==> src/rtl/brent_kung_pipe_adder.sv <==
// brent_kung_pipe_adder
//   Pipelined Brent-Kung prefix adder/subtractor with a valid/ready handshake.
//   Computes {cout,sum} = a + (sub ? ~b : b) + (cin ^ sub). ovf is the signed
//   overflow, i.e. the carry into the MSB xor the carry out of the MSB.
//   Latency is STAGES cycles when the pipe is not stalled, and the pipe
//   sustains one result per cycle. Bubbles collapse under backpressure.
//
//   Register placement by STAGES:
//     1: output only
//     2: adds a register after the up-sweep
//     3: adds a register after g/p generate
//     4: adds an input capture register
//
// Ports
//   clk, rst              clock (rising edge), asynchronous active-high reset
//   in_valid, in_ready    operand handshake
//   a, b, cin, sub        operands, carry/borrow-in, 0 = add / 1 = subtract
//   out_valid, out_ready  result handshake
//   sum, cout, ovf        result mod 2^N, carry-out (sub: 1 = no borrow),
//                         signed overflow
module brent_kung_pipe_adder #(
  parameter int N      = 64,
  parameter int STAGES = 2
) (
  input  logic         clk,
  input  logic         rst,
  input  logic         in_valid,
  output logic         in_ready,
  input  logic [N-1:0] a,
  input  logic [N-1:0] b,
  input  logic         cin,
  input  logic         sub,
  output logic         out_valid,
  input  logic         out_ready,
  output logic [N-1:0] sum,
  output logic         cout,
  output logic         ovf
);
  localparam int LG = $clog2(N);

  typedef struct packed {
    logic [N-1:0] a;
    logic [N-1:0] bb;
    logic         c0;
  } raw_t;

  // p0 is the bitwise propagate that the final sum XOR needs.
  // g and p are the in-place prefix tree values.
  typedef struct packed {
    logic [N-1:0] p0;
    logic [N-1:0] g;
    logic [N-1:0] p;
    logic         c0;
  } gp_t;

  typedef struct packed {
    logic [N-1:0] sum;
    logic         cout;
    logic         ovf;
  } res_t;

  // The carry-in is folded into bit 0's generate term. After the prefix pass,
  // g[i] is therefore the carry out of bit i.
  function automatic gp_t f_gen(raw_t r);
    gp_t y;
    y.p0 = r.a ^ r.bb;
    y.p  = y.p0;
    y.g  = r.a & r.bb;
    y.g[0] = y.g[0] | (y.p0[0] & r.c0);
    y.c0 = r.c0;
    return y;
  endfunction

  // Up-sweep: level l combines the span ending at i with the span ending at
  // i - 2^l, for every i = k*2^(l+1) - 1.
  function automatic gp_t f_up(gp_t x);
    gp_t y;
    y = x;
    for (int l = 0; l < LG; l++)
      for (int i = (2 << l) - 1; i < N; i += (2 << l)) begin
        y.g[i] = y.g[i] | (y.p[i] & y.g[i-(1<<l)]);
        y.p[i] = y.p[i] & y.p[i-(1<<l)];
      end
    return y;
  endfunction

  // Down-sweep fills in the remaining prefix positions. It then forms the
  // sum, cout and ovf outputs.
  function automatic res_t f_down(gp_t x);
    gp_t  y;
    res_t r;
    y = x;
    for (int l = LG - 2; l >= 0; l--)
      for (int i = 3 * (1 << l) - 1; i < N; i += (2 << l)) begin
        y.g[i] = y.g[i] | (y.p[i] & y.g[i-(1<<l)]);
        y.p[i] = y.p[i] & y.p[i-(1<<l)];
      end
    r.sum  = y.p0 ^ {y.g[N-2:0], y.c0};
    r.cout = y.g[N-1];
    r.ovf  = y.g[N-1] ^ y.g[N-2];
    return r;
  endfunction

  // Valid chain. Register k loads when it is empty or its contents move on.
  // A level can move on if any later level is empty or out_ready is high.
  logic [STAGES:1] vq, en, ld;
  logic [STAGES:0] vld_pipe;
  logic            room;

  assign vld_pipe = {vq, in_valid};

  always_comb begin
    room = out_ready;
    en   = '0;
    ld   = '0;
    for (int k = STAGES; k >= 1; k--) begin
      room  = room | ~vld_pipe[k];
      en[k] = room;
      ld[k] = room & vld_pipe[k-1];
    end
  end

  assign in_ready  = en[1];
  assign out_valid = vq[STAGES];

  always_ff @(posedge clk or posedge rst)
    if (rst) vq <= '0;
    else
      for (int k = 1; k <= STAGES; k++)
        if (en[k]) vq[k] <= vld_pipe[k-1];

  // Datapath. Data registers load only with a valid word. Idle inputs
  // therefore never disturb held state.
  raw_t raw_d, raw_q;
  gp_t  gp_d, gp_q, up_d, up_q;
  res_t res_d, res_q;

  assign raw_d = {a, (sub ? ~b : b), (cin ^ sub)};

  if (STAGES >= 4) begin : g_in_reg
    always_ff @(posedge clk or posedge rst)
      if (rst)        raw_q <= '0;
      else if (ld[1]) raw_q <= raw_d;
  end else begin : g_in_pass
    assign raw_q = raw_d;
  end

  assign gp_d = f_gen(raw_q);

  if (STAGES >= 3) begin : g_gp_reg
    always_ff @(posedge clk or posedge rst)
      if (rst)               gp_q <= '0;
      else if (ld[STAGES-2]) gp_q <= gp_d;
  end else begin : g_gp_pass
    assign gp_q = gp_d;
  end

  assign up_d = f_up(gp_q);

  if (STAGES >= 2) begin : g_up_reg
    always_ff @(posedge clk or posedge rst)
      if (rst)               up_q <= '0;
      else if (ld[STAGES-1]) up_q <= up_d;
  end else begin : g_up_pass
    assign up_q = up_d;
  end

  assign res_d = f_down(up_q);

  always_ff @(posedge clk or posedge rst)
    if (rst)             res_q <= '0;
    else if (ld[STAGES]) res_q <= res_d;

  assign sum  = res_q.sum;
  assign cout = res_q.cout;
  assign ovf  = res_q.ovf;

endmodule

==> config.mk <==
export PLATFORM = sky130hd
export DESIGN_NAME = brent_kung_pipe_adder
export DESIGN_NICKNAME = d
export VERILOG_FILES = /design/src/rtl/brent_kung_pipe_adder.sv
export SDC_FILE = /design/constraint.sdc
export NUM_CORES = 1
export LEC_CHECK = 0
export ABC_AREA = 1
export BUFFER_PORTS_ARGS = -buffer_cell sky130_fd_sc_hd__buf_4
export CELL_PAD_IN_SITES_DETAIL_PLACEMENT = 1
export CELL_PAD_IN_SITES_GLOBAL_PLACEMENT = 1
export CORE_MARGIN = 5
export CORE_UTILIZATION = 35
export CTS_CLUSTER_DIAMETER = 50
export DETAILED_ROUTE_END_ITERATION = 10
export PLACE_DENSITY_LB_ADDON = 0.1
export SLEW_MARGIN = 10
export SYNTH_ARGS = -nofsm -noshare
export SYNTH_HDL_FRONTEND = slang
export SYNTH_SLANG_ARGS = --single-unit
==> constraint.sdc <==
create_clock -name clk -period 8.6 [get_ports clk]
set_input_delay 0.43 -clock clk [delete_from_list [all_inputs] [get_ports clk]]
set_output_delay 0.43 -clock clk [all_outputs]
set_load 0.02 [all_outputs]
==> results.txt <==
* Library cell appearing most often on the critical path: sky130_fd_sc_hd__nand2_1
- Wire length of the first global-routing pass: 51,100 um
- Proportion of netlist area held by the largest area contributor: 49.3%
- Largest family of logic cells by synthesized area: simple AND/OR/NAND/NOR gates
- P_sw: 1.38 mW
* Commonest cells after routing, fill and taps aside: 434 x sky130_fd_sc_hd__nand2_1, 223 x sky130_fd_sc_hd__dfrtp_1, 207 x sky130_fd_sc_hd__buf_4
- Setup violations remaining at the end of the flow were counted as 0.
- Clock Latency Late Sink: 0.50 ns
- In this run the power density over the cells is 290 mW/mm2.
- Internal: 2.78 mW
* Clk pin slew, worst setup/hold paths: 0.05 ns
- Entering global routing, the biggest net connects 106 pins.
- Static timing analysis puts the maximum clock frequency at 0.343 GHz.
* Max-slew violation total from the final report: 0
- Grt ovf: 0
- From left edge to right edge, the die measures 190 um.
- In this run the core area contains 65 standard-cell rows.
- Max incr delay on CP: 0.64 ns
- Cts-stage hold buffer count: 0
* Detailed-routing iteration count for the pre-antenna-repair pass: 4
- Initial cell density of the core: 35.7%
* Cell type of the slowest stage on the worst timing path: sky130_fd_sc_hd__buf_4
* Unrepaired setup endpoints after global routing: false
- Worst Hold Slack: 0.0274 ns
- For this block, the initial DRC count from the detailed router was 305.
* Worst slew margin relative to its limit: 27.5%
* Clock tree from TritonCTS: built
- Largest cells by area after synthesis: sky130_fd_sc_hd__dfrtp_1 49%, sky130_fd_sc_hd__nand2_1 14%, sky130_fd_sc_hd__ha_1 10%
- Fraction of the mapped netlist area in adder cells: 10.5%
- Min-delay worst type: input pin to async pin
- Sequential cells account for 35.9% of the total power.
- P&R area growth vs syn: 27.0%
- The flow ran to the end, and the final reports show no timing, DRC or antenna violations.
- Setup slack on the worst reg-to-reg path comes out at 5.68 ns.
- The via count of the first global-routing pass came to 9,962.
* Simple logic cell fraction of the synthesized area: 17.5%
- Walking the worst path, the cells encountered are nand3_1 > nand2_8 > inv_4 > buf_4 > nand4_1 > a31oi_1 > nand2_1 > nand2_1 > nand2_1.
* FFs w/ async S/R, synth: 100%
- TritonCTS created 34 clock buffers.
- Along the worst path, the maximum fanout reaches 101.
* Post-CTS sizing: 0
- After routing, the total negative slack on setup checks comes to 0 ns.
- Launch point of the worst reg-to-reg path: vq[1]
- A synthesized cell averages 8.79 um2.
* Die Footprint: 0.0360 mm2
- Synth area leader: sky130_fd_sc_hd__dfrtp_1
- Number of input and output port buffers inserted: 201
- Area of the mapped netlist: 0.0113 mm2
- Gate count of the mapped netlist: 1,288
- For this run, the leading register cell type out of synthesis is sky130_fd_sc_hd__dfrtp_1.
- VDD IR max: 0.145 mV
- For the worst setup path, the data required time is 8.99 ns.
- The final number of hold-violating endpoints came to 0.
- Post-detailed-route via-to-cell ratio: 4.70
- Setup skew after layout: 0.00837 ns
- The tool flagged a number of max-cap violations equal to 0.
* Sequential area share after synthesis: 49.3%
- Xor/xnor cell area share of the yosys netlist: 7.58%
- Portion of total power attributed to the clock network: 35.0%
- Antenna violation net count after detailed routing: 0
- Synthesis inferred 223 register bits.
* Root cell of the clock tree: sky130_fd_sc_hd__clkbuf_16
* Global-route usage over all layers: 17.3%
- The netlist uses 26 different library cells.
- Number of filler cells placed in the layout: 3,739
- Final period demand of the worst path: 2.92 ns
- Cells fill 45.3% of the core in the end.
* Depth of the most critical reg-to-reg path: 9
- Leaving out fill and tap cells, the most frequent cell in the layout is sky130_fd_sc_hd__nand2_1.
- Proportion of synthesized area in mux cells: 0%
- Capturing element type of the critical path: flop
* Slew at the pin with the worst max-slew slack: 1.09 ns
- Detail-routed net length per standard cell: 16.2 um
- The clock passes through at most 3 buffers.
- In this run, the combinational gates consume 29.1% of the power.
* Maximum level of the CTS H-tree: 2
* Number of top-level design ports: 202
- The worst setup path is launched from a flop.
- The HPWL after detailed placement is 21,700 um.
* Synthesis warning total: 0
- Post-CTS setup buffer count: 0
* Vias: 8,957
- The worst setup path is of the flop to flop kind.
* Placer congestion estimate: 0.784
* Period utilization: 33.9%
- Of the cells placed in the final design, the portion with a size suffix greater than 1 is 18.8%.
- NumNets Final: 1,706
- Number of sinks driven by the clock tree: 223
- The region available for standard cell placement spans 0.0317 mm2.
* Critical register-to-register path endpoint: res_d[1]
- Static Leakage: 7.48 nW
* Ant. Diodes: 0
- Data on the critical path arrives at its endpoint at 3.31 ns.
* Antenna violations before repair: 1
* Net count of the mapped netlist: 1,517
- Count of unresolved DRC violations after routing: 0
- After detailed routing, the total wire length is 30,800 um.
* Height of the die: 190 um
* Synth Area in Compound Gates: 9.45%
* Switching share of power: 33.2%
* Number of enable-type register cells in the synthesized netlist: 0
[cells by family (layout without fill, tap and decap cells)]
group | count (synthesis) | after routing
buf+inv | 161 | 375
flops | 223 | 223
simple gates | 509 | 509
compound gates | 202 | 202
fa+ha+maj | 95 | 95
xor+xnor | 98 | 98
[metal layers]
metal,routed length [um],share of wire [%],global-route usage [%],vias to the layer above
met5,13,0.042,0,-
met4,441,1.4,3.67,2
met3,1350,4.4,3.38,38
met2,14500,47,29.3,161
met1,14500,47,23.3,4260
li1,-,-,-,4496
[worst max path at each step]
stage               start       end  slack (ns)  cells past startpoint
floorplan             rst      cout        2.06                      1
global placement      sub  up_q[96]        5.35                     12
detailed placement    sub  up_q[96]        5.25                     12
CTS                 vq[1]  res_d[1]        5.60                      9
global route        vq[2]  res_d[1]        5.35                      9
finish              vq[1]  res_d[1]        5.68                      9
[area by class of cell]
class / instances / area (um2) / area share [%]
Clock buffer: 44 / 992 / 6.90
Clock inverter: 17 / 219 / 1.52
Inverter: 107 / 412 / 2.86
Multi-Input combinational cell: 904 / 5120 / 35.6
Sequential cell: 223 / 5580 / 38.8
Tap cell: 402 / 503 / 3.50
Timing Repair Buffer: 207 / 1550 / 10.8
[registers in the layout, summed over array words and instances, names as in the netlist]
register / flops
res_d: 1
vq: 2
up_q: 154
ovf: 1
sum: 64
cout: 1
[metrics by stage]
stage	instance area, um2	power [mW]	worst slack (ns)	cells
after global placement	13200	2.73	5.35	1843
after detailed placement	13200	2.75	5.25	1843
after CTS	14400	4.25	5.60	1904
after floorplan	11300	2.22	2.06	1288
after global routing	14400	4.45	5.35	1904
final	14400	4.16	5.68	1904
[power by group through the flow]
stage,combinational (mW),sequential [mW],clock [mW]
finish,1.21,1.50,1.46
detailed placement,1.24,1.51,0
global route,1.36,1.53,1.55
CTS,1.25,1.50,1.51
floorplan,0.558,1.67,0
global placement,1.22,1.50,0
[cells in the mapped netlist, types with 2 or more instances]
library cell / number
sky130_fd_sc_hd__o21ai_1: 144
sky130_fd_sc_hd__nor2_1: 37
sky130_fd_sc_hd__inv_2: 13
sky130_fd_sc_hd__a31oi_1: 9
sky130_fd_sc_hd__clkbuf_1: 10
sky130_fd_sc_hd__ha_1: 95
sky130_fd_sc_hd__xor2_1: 96
sky130_fd_sc_hd__o21bai_1: 16
sky130_fd_sc_hd__buf_1: 10
sky130_fd_sc_hd__xnor2_1: 2
sky130_fd_sc_hd__a21oi_1: 21
sky130_fd_sc_hd__dfrtp_1: 223
sky130_fd_sc_hd__nand4_1: 2
sky130_fd_sc_hd__buf_2: 34
sky130_fd_sc_hd__o21ai_0: 9
sky130_fd_sc_hd__nor3_1: 10
sky130_fd_sc_hd__nand3_1: 17
sky130_fd_sc_hd__nand2_1: 435
sky130_fd_sc_hd__nor4_1: 4
sky130_fd_sc_hd__o31ai_1: 2
sky130_fd_sc_hd__inv_1: 94
[critical path, delay by kind of cell (launching register included)]
kind,cells,cell delay [ns]
and+or+nand+nor,6,0.93
DFF,1,0.40
buffers and inverters,2,1.18
AOI/OAI and AO/OA,1,0.18
No activity file was read; power rests on OpenSTA's default activity.
